## config.mk

```make
export PLATFORM = sky130hd
export DESIGN_NAME = ps2_scancode_fifo
export DESIGN_NICKNAME = d
export VERILOG_FILES = /design/src/rtl/ps2_scancode_fifo.sv
export SDC_FILE = /design/constraint.sdc
export NUM_CORES = 1
export LEC_CHECK = 0
export BUFFER_PORTS_ARGS = -buffer_cell sky130_fd_sc_hd__buf_2
export CORE_ASPECT_RATIO = 1.4
export CORE_MARGIN = 10
export CORE_UTILIZATION = 50
export DETAILED_ROUTE_END_ITERATION = 7
export PLACE_DENSITY = 0.68
export SLEW_MARGIN = 20
export SYNTH_ARGS = -nofsm -noshare
export SYNTH_HDL_FRONTEND = slang
export SYNTH_SLANG_ARGS = --single-unit
export TNS_END_PERCENT = 50
```

## constraint.sdc

```tcl
create_clock -name clk -period 5 [get_ports clk]
set_clock_uncertainty 0.2 [all_clocks]
set_input_delay 0.25 -clock clk [delete_from_list [all_inputs] [get_ports clk]]
set_output_delay 0.25 -clock clk [all_outputs]
set_load 0.02 [all_outputs]
```

## src/rtl/ps2_scancode_fifo.sv

```systemverilog
// PS/2 set-2 make-code decoder feeding a first-word-fall-through ASCII FIFO.
// Break (F0 xx) and extended (E0 ..) sequences are swallowed; Esc flushes the FIFO.
module ps2_scancode_fifo #(
    parameter int unsigned DEPTH  = 8,
    parameter int unsigned ADDR_W = 3
) (
    input  logic              clk,
    input  logic              rst_n,
    input  logic [7:0]        ps2_received_data,
    input  logic              ps2_received_data_strb,
    output logic [7:0]        char_data,
    output logic              char_valid,
    input  logic              char_ready,
    output logic [ADDR_W:0]   fifo_count,
    output logic              overflow
);

    localparam int unsigned CNT_W = ADDR_W + 1;

    typedef enum logic [1:0] {
        S_IDLE  = 2'd0,
        S_BREAK = 2'd1,
        S_EXT   = 2'd2
    } state_t;

    state_t             r_state;
    state_t             w_state_next;
    logic               w_push_req;
    logic               w_flush;
    logic [7:0]         w_ascii;
    logic               w_mapped;

    logic [7:0]         r_mem [DEPTH];
    logic [ADDR_W-1:0]  r_wr_ptr;
    logic [ADDR_W-1:0]  r_rd_ptr;
    logic [CNT_W-1:0]   r_count;
    logic               r_valid;
    logic [7:0]         r_char_data;
    logic               r_overflow;

    logic               w_pop;
    logic               w_full;
    logic               w_push;
    logic               w_empty_after_pop;
    logic [ADDR_W-1:0]  w_rd_next;
    logic [CNT_W-1:0]   w_count_next;

    // Set-2 make code to ASCII; bit 8 flags a code we translate.
    function automatic logic [8:0] map_code(input logic [7:0] code);
        logic [8:0] res;
        res = 9'h000;
        case (code)
            8'h1C: res = {1'b1, 8'h41};
            8'h32: res = {1'b1, 8'h42};
            8'h21: res = {1'b1, 8'h43};
            8'h23: res = {1'b1, 8'h44};
            8'h24: res = {1'b1, 8'h45};
            8'h2B: res = {1'b1, 8'h46};
            8'h34: res = {1'b1, 8'h47};
            8'h33: res = {1'b1, 8'h48};
            8'h43: res = {1'b1, 8'h49};
            8'h3B: res = {1'b1, 8'h4A};
            8'h42: res = {1'b1, 8'h4B};
            8'h4B: res = {1'b1, 8'h4C};
            8'h3A: res = {1'b1, 8'h4D};
            8'h31: res = {1'b1, 8'h4E};
            8'h44: res = {1'b1, 8'h4F};
            8'h4D: res = {1'b1, 8'h50};
            8'h15: res = {1'b1, 8'h51};
            8'h2D: res = {1'b1, 8'h52};
            8'h1B: res = {1'b1, 8'h53};
            8'h2C: res = {1'b1, 8'h54};
            8'h3C: res = {1'b1, 8'h55};
            8'h2A: res = {1'b1, 8'h56};
            8'h1D: res = {1'b1, 8'h57};
            8'h22: res = {1'b1, 8'h58};
            8'h35: res = {1'b1, 8'h59};
            8'h1A: res = {1'b1, 8'h5A};
            8'h45: res = {1'b1, 8'h30};
            8'h16: res = {1'b1, 8'h31};
            8'h1E: res = {1'b1, 8'h32};
            8'h26: res = {1'b1, 8'h33};
            8'h25: res = {1'b1, 8'h34};
            8'h2E: res = {1'b1, 8'h35};
            8'h36: res = {1'b1, 8'h36};
            8'h3D: res = {1'b1, 8'h37};
            8'h3E: res = {1'b1, 8'h38};
            8'h46: res = {1'b1, 8'h39};
            8'h29: res = {1'b1, 8'h20};
            default: res = 9'h000;
        endcase
        return res;
    endfunction

    always_ff @(posedge clk or negedge rst_n) begin
        if (!rst_n) begin
            r_state <= S_IDLE;
        end else begin
            r_state <= w_state_next;
        end
    end

    // Prefix tracking: only bytes seen in S_IDLE can push or flush.
    always_comb begin
        w_state_next = r_state;
        w_push_req   = 1'b0;
        w_flush      = 1'b0;
        {w_mapped, w_ascii} = map_code(ps2_received_data);
        if (ps2_received_data_strb) begin
            case (r_state)
                S_IDLE: begin
                    if (ps2_received_data == 8'hF0) begin
                        w_state_next = S_BREAK;
                    end else if (ps2_received_data == 8'hE0) begin
                        w_state_next = S_EXT;
                    end else if (ps2_received_data == 8'h76) begin
                        w_flush = 1'b1;
                    end else begin
                        w_push_req = w_mapped;
                    end
                end
                S_BREAK: w_state_next = S_IDLE;
                S_EXT:   w_state_next = (ps2_received_data == 8'hF0) ? S_BREAK : S_IDLE;
                default: w_state_next = S_IDLE;
            endcase
        end
    end

    always_comb begin
        w_pop             = r_valid && char_ready;
        w_full            = (r_count == CNT_W'(DEPTH));
        w_push            = w_push_req && !w_full;
        w_rd_next         = w_pop ? (r_rd_ptr + ADDR_W'(1)) : r_rd_ptr;
        w_count_next      = r_count + CNT_W'(w_push) - CNT_W'(w_pop);
        w_empty_after_pop = (r_count == CNT_W'(w_pop));
    end

    always_ff @(posedge clk) begin
        if (w_push && !w_flush) begin
            r_mem[r_wr_ptr] <= w_ascii;
        end
    end

    // Head register: a push into an (effectively) empty FIFO bypasses the array.
    always_ff @(posedge clk or negedge rst_n) begin
        if (!rst_n) begin
            r_wr_ptr    <= '0;
            r_rd_ptr    <= '0;
            r_count     <= '0;
            r_valid     <= 1'b0;
            r_char_data <= 8'h00;
            r_overflow  <= 1'b0;
        end else begin
            if (w_push_req && w_full) begin
                r_overflow <= 1'b1;
            end
            if (w_flush) begin
                r_rd_ptr <= r_wr_ptr;
                r_count  <= '0;
                r_valid  <= 1'b0;
            end else begin
                if (w_push) begin
                    r_wr_ptr <= r_wr_ptr + ADDR_W'(1);
                end
                r_rd_ptr <= w_rd_next;
                r_count  <= w_count_next;
                r_valid  <= (w_count_next != '0);
                if (w_count_next != '0) begin
                    r_char_data <= (w_push && w_empty_after_pop) ? w_ascii : r_mem[w_rd_next];
                end
            end
        end
    end

    assign char_data  = r_char_data;
    assign char_valid = r_valid;
    assign fifo_count = r_count;
    assign overflow   = r_overflow;

endmodule

```

-- Word level (Yosys, flattened, before mapping)
Memory sizes are Yosys's and may differ from the RTL's.
Cells that the tools add are included.
- divide/modulo/power cells: 0
- bitwise logic cells: 1
- eq/ne operators: 7
- shift-type cells: 0
- reductions and logical operators: 12
- order comparisons: 0
- add/subtract/negate cells: 4
- multipliers: 0
- multiplexer cells: 22
- operators by type and width (operator ; number):
    equality test 8 bit, second input constant ; 2
    2-to-1 mux 1 bit ; 14
    2-to-1 mux 9 bit ; 1
    equality test 8 x 7 -> 1 bit, second input constant ; 1
    2-to-1 mux 8 bit ; 1
    adder 3 x 1 -> 3 bit, second input constant ; 2
    2-to-1 mux 3 bit ; 2
    AND reduction 2 bit ; 3
    logical AND 1 bit ; 5
    adder 4 x 1 -> 4 bit ; 1
    equality test 4 x 1 -> 1 bit ; 1
    equality test 4 bit, second input constant ; 1
    2-to-1 mux 2 bit ; 2
    2-to-1 mux 4 bit ; 1
    case mux 2 bit (2 select lines) ; 1
    nonzero test 4 bit ; 1
    subtractor 4 x 1 -> 4 bit ; 1
    != test 3 bit, second input constant ; 1
    equality test 2 bit, second input constant ; 1
    logical NOT 1 bit ; 2
    logical NOT 2 bit ; 1
    inverter 1 bit ; 1
- bits in latches: 0
- bits of input ports: 12
- memory bits (writable): 64
- bits in registers: 22
- logic and storage cells: 55
- memories kept: 2
- bits in read-only memories: 1024
- output and inout port bits: 14
- memories (memory ; words ; width ; read ports ; clocked after Yosys merged registers in ; wr ports ; RTL line ; source):
    (name not given) ; 128 ; 8 ; 1 ; 0 ; 0 ; 52 ; case (code)
    r_mem ; 8 ; 8 ; 1 ; 0 ; 1 ; 33 ; logic [7:0] r_mem [DEPTH];

-- Longest topological paths before layout
An unclocked memory read counts as a cell.
- word-level depth: 12
- gate-level depth with buffers: 18
- mapped depth without buffers: 16

-- Worst setup path before layout
Ideal clock, no wire load.
- path kind: input to register
- start point: in ps2_received_data[1]
- end point: reg r_char_data[2], in the netlist char_data[2]
- data arrival time: 3.724 ns
- required time: 4.706 ns
- stages on the path: 18
- buffers on the path: 2
- setup time: 0.094 ns
- slack: 0.983 ns
- cells stage by stage: inv_1 ha_1 nand2_1 nor3b_1 o41a_1 or3_1 buf_6 ha_1 inv_1 ha_1 fa_1 xor2_1 nor3_1 a21o_1 buf_2 inv_2 and2_1 a211oi_1
- cells in the longest elaborated chain, start to end: 12
- elaborated cells between the ends (all ways): 23
- classes of those cells: add/sub (2); eq/ne (3); mux (12); bitwise (1); reduce/logical (4); memory (1)
- ends and longest elaborated chain (what ; RTL line ; source):
    start: declaration ; 9 ; input logic [7:0] ps2_received_data,
    memory read (128 x 8 bit) ; -- ;
    2-to-1 mux 9 bit ; 52 ;
    2-to-1 mux 1 bit ; 116 ; end else if (ps2_received_data == 8'h76) begin
    2-to-1 mux 1 bit ; 114 ; end else if (ps2_received_data == 8'hE0) begin
    2-to-1 mux 1 bit ; 112 ; if (ps2_received_data == 8'hF0) begin
    2-to-1 mux 1 bit ; 110 ; case (r_state)
    2-to-1 mux 1 bit ; 109 ; if (ps2_received_data_strb) begin
    logical AND 1 bit ; 132 ; w_push = w_push_req && !w_full;
    adder 4 x 1 -> 4 bit ; 134 ; w_count_next = r_count + CNT_W'(w_push) - CNT_W'(w_pop);
    subtractor 4 x 1 -> 4 bit ; 134 ;
    nonzero test 4 bit ; 168 ; if (w_count_next != '0) begin
    AND reduction 2 bit (no line) ; -- ;
    end signal: assignment ; 169 ; r_char_data <= (w_push && w_empty_after_pop) ? w_ascii : r_mem[w_rd_next];
    end: declaration ; 38 ; logic [7:0] r_char_data;
Parallel ways exist; a longest one is shown, timed or not.
A chain may end at the register's enable or synchronous reset.

-- Final worst setup path
Ends and elaborated chain as after synthesis.

==> results.yml <==
cts:
  cts_resized: 0
  cts_hold_buf: 2
  worstSkewPairLatency_ns: 0.33
  cts_made_buffers: 9
  h-tree-depth: 3
  tritoncts: "built"
  postCtsSetupBuffers: 0
  clock-root-buffer: "clkbuf_16"
  cts_sinks: 77
  path_clk_slew_ns: 0.06
  cts.path.max_buffers: 2
place:
  place_area_um2: 4451
  hpwl_um: 6931
  portBuffers: 24
  gp_congestion: 0.9576
sta:
  setup-tns-final_ns: 0
  timing.final.crit_period_ns: 4.475
  relSlewSlack_pct: 40.58
  hold_viol: 0
  worst_pin_slew_ns: 0.8885
  slew_violations: 0
  max_freq_ghz: 0.2235
  period_share_pct: 89.50
  finalSetupViolCount: 0
  rsz0062_at_grt: "no"
run_status:
  status: "finished clean"
route:
  drt-pass1-iter-count: 5
  wl_per_cell_um: 19.96
  drc_errors: 0
  drt_iter0_drc: 231
  viasPerCell: 6.079
  wirelength_um: 9642
  ant_nets: 0
  vias: 2936
synth:
  syn_nets: 384
  yosysSeqAreaShare_pct: 51.64
  avgSynthCellArea_um2: 12.01
  netlist_instances: 356
  yosysWarnings: 0
  synth_cell_types: 68
  ys_seq_elements: 77
  ys.flop_type: "edfxtp_1"
  syn-cell-area_um2: 4274
  synth_enable_flop_cells: 56
  synthArstFlopShare_pct: 27.27
critical_path:
  start_kind: "primary input"
  cp_max_fo: 12
  crit_path_max_incr_delay_ns: 0.49
  rr_worst_depth: 14
  end_kind: "flop"
  r2r_start: "r_state[1]"
  critPathTopFamily: "adder cells"
  required_ns: 5.03
  cp_data_arrival_time_ns: 4.51
  crit_chain: "buf_2, inv_1, ha_1, nand2_1, nor3b_1, o41a_1, or3_1, ha_1, inv_1, ha_1, fa_1, xor2_1, nor3_1, a21o_1, inv_2, and2_1, a211oi_1"
  worst_path_max_delay_cell: "or3_1"
  cp_num_buf_inv: 4
  r2r_slack_ns: 0.86
  crit_top_cell: "ha_1"
  r2r-end: "char_data[2]"
  critPathKind: "primary input to flop"
min_path:
  min_from: "ps2_received_data[4]"
  holdPathEnd: "r_state[1]"
  hold_class: "primary input to flop"
  whs_path_depth: 2
cells_and_area:
  final_area_um2: 4765
  area_delta_synth_final_pct: 11.48
  final_layout_size_suffix_gt1_share_pct: 16.54
  finalNetCount: 404
  layout_common_cells: "edfxtp_1, mux2i_1, buf_2"
  layout_commonest_cell: "edfxtp_1"
  antenna_cells: 0
  final_util_pct: 57.78
power:
  power-per-cell-area_nw_per_um2: 519.0
  vdd_drop_max_uv: 346.7
  power.leakage_nw: 1.886
global_routing:
  antenna_found_initial: 0
  first_global_vias: 2941
  grt_pass1_wl_um: 15610
  grt_max_degree: 28
  overflow: 0
  gr-usage-all-layers_pct: 15.51
floorplanning:
  rows: 39
  initial_core_util_pct: 51.83
  dieArea_um2: 12700
  top_level_ports: 26
  die_h_um: 129.4
  core_area_um2: 8247
  die_w_um: 98.14
flow_run:
  max-cap-violations: 0
==> per-stage QoR <==
stage / instances / total power [mW] / hold WS [ns] / worst slack (ns)
after floorplan: 356 / 1.607 / -0.2456 / 0.9825
after global placement: 465 / 1.835 / 0.03500 / 0.4033
after detailed placement: 465 / 1.854 / 0.03739 / 0.2676
after CTS: 483 / 2.495 / 0.1109 / 0.5385
after global routing: 483 / 2.625 / 0.1661 / 0.1670
final: 483 / 2.473 / 0.1233 / 0.5252
==> sequential cells by signal (all words and copies together), names as in the netlist <==
register / count
r_wr_ptr: 3
overflow: 1
char_data: 7
r_rd_ptr: 3
r_mem: 56
char_valid: 1
r_state: 2
fifo_count: 4
==> cell type report <==
class	count	area [µm²]
clock buffer	11	242.7
clock inverter	5	51.30
fill	669	3482
inverter	20	75.07
multi-input combinational	238	1891
sequential	77	2207
tap	102	127.6
timing repair buffer	30	170.2
==> power breakdown <==
part	switching (mW)	total [mW]	internal (mW)	leakage [nW]
logic	0.553	0.974	0.420	0.978
registers	0.0780	0.866	0.788	0.765
clock network	0.237	0.633	0.396	0.143
total	0.869	2.47	1.60	1.89
==> routing by layer <==
metal	global-route usage (%)	wire, µm	up-vias
li1	-	-	1384
met1	17.47	3839	1434
met2	27.67	5093	100
met3	3.298	473	18
met4	6.847	235	0
met5	0	0	-
==> cells by family (layout without fill, tap and decap cells) <==
kind of cell               Yosys count  in the layout  share of synthesized area [%]
AOI/OAI and AO/OA                   77             77                          12.44
other                                1              1                        0.08774
muxes                               38             38                          11.09
buffers and inverters               41             66                          4.567
adders and majority gates           16             16                          4.860
DFF                                 77             77                          51.64
and+or+nand+nor                    101            101                          14.11
xor gates and xnor gates             5              5                          1.200
==> synth_stat cells (7+ instances only) <==
master / number / area [µm²]
nor2b_1: 11 / 68.82
buf_2: 9 / 45.04
a211oi_1: 12 / 90.09
nand2b_1: 7 / 43.79
nor3b_1: 8 / 60.06
edfxtp_1: 56 / 1682
o21ai_0: 9 / 45.04
dfrtp_1: 21 / 525.5
nor2_1: 22 / 82.58
a21oi_1: 14 / 70.07
nand2_1: 17 / 63.81
inv_1: 18 / 67.56
mux4_2: 7 / 157.7
mux2i_1: 28 / 280.3
ha_1: 15 / 187.7
==> worst max path at each step <==
stage	start	slack (ns)	depth (start not counted)	endpoint
floorplan	ps2_received_data[1]	0.98	18	char_data[2]
global placement	ps2_received_data[1]	0.40	17	char_data[2]
detailed placement	ps2_received_data[1]	0.27	17	char_data[2]
CTS	ps2_received_data[1]	0.54	17	char_data[2]
global route	ps2_received_data[1]	0.17	17	char_data[2]
finish	ps2_received_data[1]	0.53	17	char_data[2]
No activity file was read; power rests on OpenSTA's default activity.
